`config.mk`:
```
export PLATFORM = sky130hd
export DESIGN_NAME = bsg_trace_replay_sequencer
export DESIGN_NICKNAME = d
export VERILOG_FILES = /design/src/rtl/bsg_trace_seq_pkg.sv /design/src/rtl/bsg_trace_seq_rr_arb.sv /design/src/rtl/bsg_trace_replay_sequencer.sv
export SDC_FILE = /design/constraint.sdc
export NUM_CORES = 1
export LEC_CHECK = 0
export CAP_MARGIN = 20
export CORE_UTILIZATION = 55
export DETAILED_ROUTE_END_ITERATION = 10
export DONT_BUFFER_PORTS = 1
export PLACE_DENSITY = 0.7
export SKIP_CTS_REPAIR_TIMING = 1
export SYNTH_ARGS = -nofsm -noshare
export SYNTH_HDL_FRONTEND = slang
export SYNTH_SLANG_ARGS = --single-unit
export TNS_END_PERCENT = 20
```
`constraint.sdc`:
```
create_clock -name clk_i -period 4.2 [get_ports clk_i]
set_input_delay 0.84 -clock clk_i [delete_from_list [all_inputs] [get_ports clk_i]]
set_output_delay 0.84 -clock clk_i [all_outputs]
set_load 0.1 [all_outputs]
```
`src/rtl/bsg_trace_seq_pkg.sv`:
```
// Shared types and constants for the trace-replay sequencer.
//   bsg_trace_seq_state_e : controller state encoding
//   wd_sat_c              : all-ones pattern; the top slices timeout_width_p bits
//                           from it to get the watchdog saturation value
//                           (timeout_width_p must be in 2..wd_max_width_c)
package bsg_trace_seq_pkg;

   typedef enum logic [2:0] {
      StIdle,
      StSeq,
      StPar,
      StDone,
      StFail
   } bsg_trace_seq_state_e;

   localparam int unsigned wd_max_width_c = 64;
   localparam logic [wd_max_width_c-1:0] wd_sat_c = '1;

endpackage

```
`src/rtl/bsg_trace_seq_rr_arb.sv`:
```
// Round-robin index picker for the parallel-mode merge.
//   reqs         : per-node request (node valid)
//   ptr          : search start; when hold=1 it is returned unchanged as the grant
//   hold         : keep the previously offered grant (packet not yet consumed)
//   grant        : granted node index
//   grant_onehot : one-hot form of grant
// Purely combinational, so the late ring consume never passes through here.
module bsg_trace_seq_rr_arb
   import bsg_trace_seq_pkg::*;
#(
   parameter  int unsigned nodes_p  = 4,
   localparam int unsigned idx_w_lp = $clog2(nodes_p)
) (
   input  logic [nodes_p-1:0]  reqs,
   input  logic [idx_w_lp-1:0] ptr,
   input  logic                hold,
   output logic [idx_w_lp-1:0] grant,
   output logic [nodes_p-1:0]  grant_onehot
);

   logic                found;
   logic [idx_w_lp-1:0] cand;

   // First requester at or after ptr, wrapping; with no requester the grant is ptr.
   always_comb begin
      grant = ptr;
      found = 1'b0;
      cand  = ptr;
      if (!hold) begin
         for (int unsigned i = 0; i < nodes_p; i++) begin
            cand = idx_w_lp'((32'(ptr) + i) % nodes_p);
            if (!found && reqs[cand]) begin
               grant = cand;
               found = 1'b1;
            end
         end
      end
   end

   always_comb begin
      grant_onehot        = '0;
      grant_onehot[grant] = 1'b1;
   end

endmodule

```
`src/rtl/bsg_trace_replay_sequencer.sv`:
```
// Sequences a bank of trace-replay nodes and merges their output channels onto
// one ring link, reporting a single aggregated done/error result.
//   clk_i, reset_i      : clock, synchronous active-low reset
//   start_i, parallel_i : launch a run (only from idle/done/fail) and pick its mode
//   node_en_o           : per-node enable
//   node_done_i/_error_i: per-node completion / failure levels
//   node_v_i/_data_i    : per-node output channel
//   node_yumi_o         : per-node consume, combinational from yumi_i
//   v_o, data_o, yumi_i : merged ring channel
//   done_o, error_o     : run finished / run failed
//   timeout_o           : the failure came from the watchdog
//   error_node_o        : index of the failing node
module bsg_trace_replay_sequencer
   import bsg_trace_seq_pkg::*;
#(
   parameter  int unsigned nodes_p         = 4,
   parameter  int unsigned ring_width_p    = 16,
   parameter  int unsigned timeout_width_p = 24,
   localparam int unsigned idx_w_lp        = $clog2(nodes_p)
) (
   input  logic                                 clk_i,
   input  logic                                 reset_i,
   input  logic                                 start_i,
   input  logic                                 parallel_i,
   output logic [nodes_p-1:0]                   node_en_o,
   input  logic [nodes_p-1:0]                   node_done_i,
   input  logic [nodes_p-1:0]                   node_error_i,
   input  logic [nodes_p-1:0]                   node_v_i,
   input  logic [nodes_p-1:0][ring_width_p-1:0] node_data_i,
   output logic [nodes_p-1:0]                   node_yumi_o,
   output logic                                 v_o,
   output logic [ring_width_p-1:0]              data_o,
   input  logic                                 yumi_i,
   output logic                                 done_o,
   output logic                                 error_o,
   output logic                                 timeout_o,
   output logic [idx_w_lp-1:0]                  error_node_o
);

   localparam logic [timeout_width_p-1:0] wd_sat_lp = wd_sat_c[timeout_width_p-1:0];
   // Counter value whose increment would saturate: the trip point.
   localparam logic [timeout_width_p-1:0] wd_trip_lp = {wd_sat_lp[timeout_width_p-1:1], 1'b0};
   localparam logic [idx_w_lp-1:0]        last_idx_lp = idx_w_lp'(nodes_p - 1);

   bsg_trace_seq_state_e        state_q;
   logic [idx_w_lp-1:0]         idx_q;
   logic [idx_w_lp-1:0]         rr_ptr_q;
   logic [nodes_p-1:0]          done_mask_q;
   logic [timeout_width_p-1:0]  wd_q;
   logic                        lock_q;
   logic [idx_w_lp-1:0]         lock_idx_q;
   logic                        timeout_q;
   logic [idx_w_lp-1:0]         error_node_q;

   logic [nodes_p-1:0]  idx_onehot;
   logic [idx_w_lp-1:0] arb_ptr;
   logic [idx_w_lp-1:0] grant;
   logic [nodes_p-1:0]  grant_onehot;
   logic [idx_w_lp-1:0] lowest_err;
   logic                handshake;
   logic                new_done;

   assign idx_onehot = {{(nodes_p-1){1'b0}}, 1'b1} << idx_q;

   // While a packet is offered but not consumed, re-offer the same node.
   assign arb_ptr = lock_q ? lock_idx_q : rr_ptr_q;

   bsg_trace_seq_rr_arb #(
      .nodes_p (nodes_p)
   ) u_arb (
      .reqs         (node_v_i),
      .ptr          (arb_ptr),
      .hold         (lock_q),
      .grant        (grant),
      .grant_onehot (grant_onehot)
   );

   always_comb begin
      lowest_err = '0;
      for (int i = nodes_p - 1; i >= 0; i--) begin
         if (node_error_i[i]) lowest_err = idx_w_lp'(i);
      end
   end

   assign handshake = v_o & yumi_i;
   assign new_done  = |(node_done_i & ~done_mask_q);

   // Ring merge; yumi_i only ever gates, it never reaches a register on this path.
   always_comb begin
      v_o         = 1'b0;
      data_o      = '0;
      node_yumi_o = '0;
      unique case (state_q)
         StSeq: begin
            v_o         = node_v_i[idx_q];
            data_o      = node_data_i[idx_q];
            node_yumi_o = idx_onehot & {nodes_p{yumi_i}};
         end
         StPar: begin
            v_o         = |node_v_i;
            data_o      = node_data_i[grant];
            node_yumi_o = grant_onehot & {nodes_p{yumi_i}};
         end
         default: ;
      endcase
   end

   always_comb begin
      node_en_o = '0;
      unique case (state_q)
         StSeq:   node_en_o = idx_onehot;
         StPar:   node_en_o = '1;
         default: ;
      endcase
   end

   assign done_o       = (state_q == StDone) || (state_q == StFail);
   assign error_o      = (state_q == StFail);
   assign timeout_o    = timeout_q;
   assign error_node_o = error_node_q;

   always_ff @(posedge clk_i) begin
      if (!reset_i) begin
         state_q      <= StIdle;
         idx_q        <= '0;
         rr_ptr_q     <= '0;
         done_mask_q  <= '0;
         wd_q         <= '0;
         lock_q       <= 1'b0;
         lock_idx_q   <= '0;
         timeout_q    <= 1'b0;
         error_node_q <= '0;
      end else begin
         lock_q <= 1'b0;
         unique case (state_q)
            StIdle, StDone, StFail: begin
               if (start_i) begin
                  state_q      <= parallel_i ? StPar : StSeq;
                  idx_q        <= '0;
                  done_mask_q  <= '0;
                  wd_q         <= '0;
                  timeout_q    <= 1'b0;
                  error_node_q <= '0;
               end
            end
            StSeq: begin
               if (node_error_i[idx_q]) begin
                  state_q      <= StFail;
                  error_node_q <= idx_q;
               end else if (node_done_i[idx_q]) begin
                  if (idx_q == last_idx_lp) begin
                     state_q <= StDone;
                  end else begin
                     idx_q <= idx_q + 1'b1;
                     wd_q  <= '0;
                  end
               end else if (handshake) begin
                  wd_q <= '0;
               end else if (wd_q == wd_trip_lp) begin
                  state_q      <= StFail;
                  timeout_q    <= 1'b1;
                  error_node_q <= idx_q;
                  wd_q         <= wd_sat_lp;
               end else begin
                  wd_q <= wd_q + 1'b1;
               end
            end
            StPar: begin
               done_mask_q <= done_mask_q | node_done_i;
               lock_q      <= v_o & ~yumi_i;
               lock_idx_q  <= grant;
               if (handshake) begin
                  rr_ptr_q <= (grant == last_idx_lp) ? '0 : grant + 1'b1;
               end
               if (|node_error_i) begin
                  state_q      <= StFail;
                  error_node_q <= lowest_err;
               end else if (&(done_mask_q | node_done_i)) begin
                  state_q <= StDone;
               end else if (handshake || new_done) begin
                  wd_q <= '0;
               end else if (wd_q == wd_trip_lp) begin
                  state_q      <= StFail;
                  timeout_q    <= 1'b1;
                  error_node_q <= rr_ptr_q;
                  wd_q         <= wd_sat_lp;
               end else begin
                  wd_q <= wd_q + 1'b1;
               end
            end
            default: state_q <= StIdle;
         endcase
      end
   end

endmodule

```
==> summary.txt <==
Status
  – Status: complete, no violations

Setup path
  – Reg2reg end: wd_q[15]$_SDFFE_PN0P_
  – Max stage delay on crit path: 550 ps
  – Delay-heaviest family, CP: simple AND/OR/NAND/NOR gates
  – CP Data Arrival Time: 2940 ps
  – Flop2flop setup slack: 1260 ps
  – FF-to-FF Start: idx_q[1]$_SDFFE_PN0P_
  – CP max stage cell: nand2_1
  – WS Path Type: reg -> out
  – CP Launch Type: flop
  – CP endpoint kind: output port
  – Critical path's most frequent cell: nand4_1
  – WP data required: 3360 ps
  – CP cell instances: mux2_2 -> or3_1 -> nand4_1 -> nand4_1 -> nand2_1 -> o211ai_1 -> buf_16
  – R2R depth: 6
  – Worst-path maximum fanout: 17
  – CP Buf/Inv Count: 1

GRT
  – First-pass GRT wire length: 19.0 mm
  – Initial antenna violation count: 0
  – GRT Total Usage: 30.8%
  – Largest net degree at the start of global routing: 32
  – Vias in the first global route: 4098
  – Grt total ovfl: 0

Detailed routing
  – Wire per inst: 19.7 microns
  – Drt pass-1 iters: 6
  – Remaining DRCs: 0
  – Routed WL: 11.8 mm
  – Vias per inst: 7.09
  – Via count: 4262
  – Final antenna-violating net count: 0
  – DRT iter0 DRCs: 326

CTS
  – Worst-case clock buffer depth: 2
  – Skew-Pair Late Insertion Delay: 290 ps
  – CTS buffer count: 5
  – H-tree levels: 2
  – CTS clk-pin slew, worst paths: 80 ps
  – Clk sinks: 41
  – CTS tree: built
  – Clock root cell: clkbuf_8

Final layout
  – Fillers: 570
  – Share of cells above drive strength 1: 19.4%
  – Layout-stage area growth over the synthesis result: 15.1%
  – Antenna diode count: 0
  – Finished Layout Cells: 601
  – Fin area: 0.00465 sq mm
  – Final Net Count: 594

Timing
  – Highest clock rate: 264 MHz
  – Final hold violations: 0
  – Period utilization: 90.1%
  – Max Transition Viols Final: 0
  – Worst-Margin Slew: 1080 ps
  – Max-slew headroom: 27.7%
  – Count of final setup violators: 0
  – Final min period: 3780 ps
  – RSZ-0062 raised after global routing: false
  – Skew final: 3.01 ps

Floorplan
  – Cell Rows: 30
  – Initial Utilization: 58.1%
  – Die Span Y: 87.7 microns
  – Die area: 0.00769 sq mm
  – Die W: 87.7 microns
  – Core Footprint: 0.00694 sq mm
  – # IOs: 111

Placement
  – Dpl cell area: 0.00456 sq mm
  – Hpwl dp: 8.47 mm
  – Port Buf Inserts: 0
  – Cells after DPL: 594
  – Placer Congestion: 0.873

Run
  – Max Cap Violations: 0

Synthesis
  – Register area share after synthesis: 20.3%
  – Post-synth top flop: dfxtp_1
  – Average cell area after synthesis: 7.95 sq um
  – Mapped Nets: 597
  – Post-synthesis cell area: 0.00404 sq mm
  – Yosys reg bits: 41
  – Post-synth EDFFs: 0
  – Synth cell types: 65
  – Top cells by area, synth: dfxtp_1 20%, mux4_2 11%, nand2_1 5.2%
  – FFs w/ async S/R, synth: 0%
  – YS warnings: 0
  – Synth area leader: dfxtp_1
  – Yosys top cell area share: 20.3%
  – Syn Inst Count: 508

Power and ir drop
  – Lkg Pwr: 1.69 nW
  – Worst vdd ir: 282 uV
  – PwrDens: 361 mW/mm^2

Worst hold path
  – Tightest Hold Check Type: reg -> reg
  – Hold depth: 2
  – Hold path start: lock_idx_q[1]$_SDFFE_PN0N_
  – Min-Delay Endpoint: lock_idx_q[1]$_SDFFE_PN0N_
==> logic make-up after synthesis <==
| family | synth area share [%] |
|---|---|
| AND/OR/NAND/NOR | 23.4 |
| AO/OA/AOI/OAI | 31.2 |
| buffers and inverters | 6.79 |
| flip-flops | 20.3 |
| multiplexers | 15.8 |
| adder cells (fa/ha/maj) | 2.48 |
==> cell usage after synthesis (5+ instances only) <==
cell,number
a211o_1,19
a21oi_1,34
a22oi_1,7
a31oi_1,14
and2_1,6
and3_1,6
buf_2,12
clkbuf_1,25
dfxtp_1,41
ha_1,8
inv_1,14
mux2i_1,20
mux4_2,19
nand2_1,56
nand3_1,28
nand4_1,10
nor2_1,37
nor4_1,7
o211ai_1,18
o21ai_0,20
o221a_1,5
o221a_2,15
==> registers in the layout, summed over array words and instances, names as in the netlist <==
name and count:
rr_ptr_q 2, done_mask_q 4, state_q 3, error_node_o 2
idx_q 2, lock_q 1, wd_q 24, timeout_o 1
lock_idx_q 2
==> placed cells by master (no fill, tap or decap), drive strengths merged, types with 4 or more instances in the layout <==
master	instances
ha	8
nor4	7
or4	4
inv	15
nor2	39
nand3b	4
nor3	4
mux4	19
o31ai	5
o221a	20
mux2i	20
nand2b	4
buf	22
o21ai	22
nand4	10
and3	6
a211o	19
a21oi	34
or2	4
nand2	57
o211ai	18
nand3	28
and2	7
a31oi	14
nor2b	4
clkbuf	20
dfxtp	41
a22oi	8
==> where the power goes <==
group	internal, W	total, W	switching, W
clock network	0.000131	0.000264	0.000134
logic	0.000314	0.000950	0.000636
registers	0.000405	0.000462	0.0000572
==> how the worst max path moves through the flow <==
stage                       startpoint        endpoint  depth (start not counted)  slack [ps]
2_1_floorplan  state_q[0]$_SDFFE_PN0P_  node_yumi_o[2]                          7          -6
3_3_place_gp               node_v_i[3]       data_o[0]                          7         660
3_5_place_dp               node_v_i[3]       data_o[0]                          7         650
4_1_cts              lock_q$_SDFF_PN0_      data_o[13]                          7         400
5_1_grt              lock_q$_SDFF_PN0_      data_o[13]                          7         290
6_report             lock_q$_SDFF_PN0_      data_o[13]                          7         420
==> per-stage QoR <==
| stage | worst slack [ps] | hold slack, ps | setup TNS (ps) | utilization [%] | power (W) |
|---|---|---|---|---|---|
| 2_1_floorplan | -6.11 | 459 | -21.0 | - | 0.00117 |
| 3_3_place_gp | 657 | 487 | 0 | 65.7 | 0.00140 |
| 3_5_place_dp | 646 | 511 | 0 | 65.7 | 0.00141 |
| 4_1_cts | 398 | 522 | 0 | 66.9 | 0.00167 |
| 5_1_grt | 289 | 546 | 0 | 66.9 | 0.00174 |
| 6_report | 416 | 516 | 0 | 66.9 | 0.00168 |
==> cell type report <==
class / instances / area [sq um] / share of cell area, %
multi-input combinational: 406 / 2970 / 63.9
tap: 96 / 120 / 2.58
inverter: 16 / 60.1 / 1.29
sequential: 41 / 821 / 17.7
timing repair buffer: 35 / 588 / 12.7
clock buffer: 7 / 86.3 / 1.86
==> tightest hold or removal path, cell delays in order (launching register included) <==
cell	delay, ps
dfxtp_1	350
nand2_1	70
a21oi_1	50
==> metal layers <==
metal	global-route usage, %	wire, microns	part of all wire, %
met3	8.29	949	8.0
met5	0	0	0
met2	52.3	5760	49
met1	38.3	4950	42
met4	8.79	167	1.4
No activity file was read; power rests on OpenSTA's default activity.
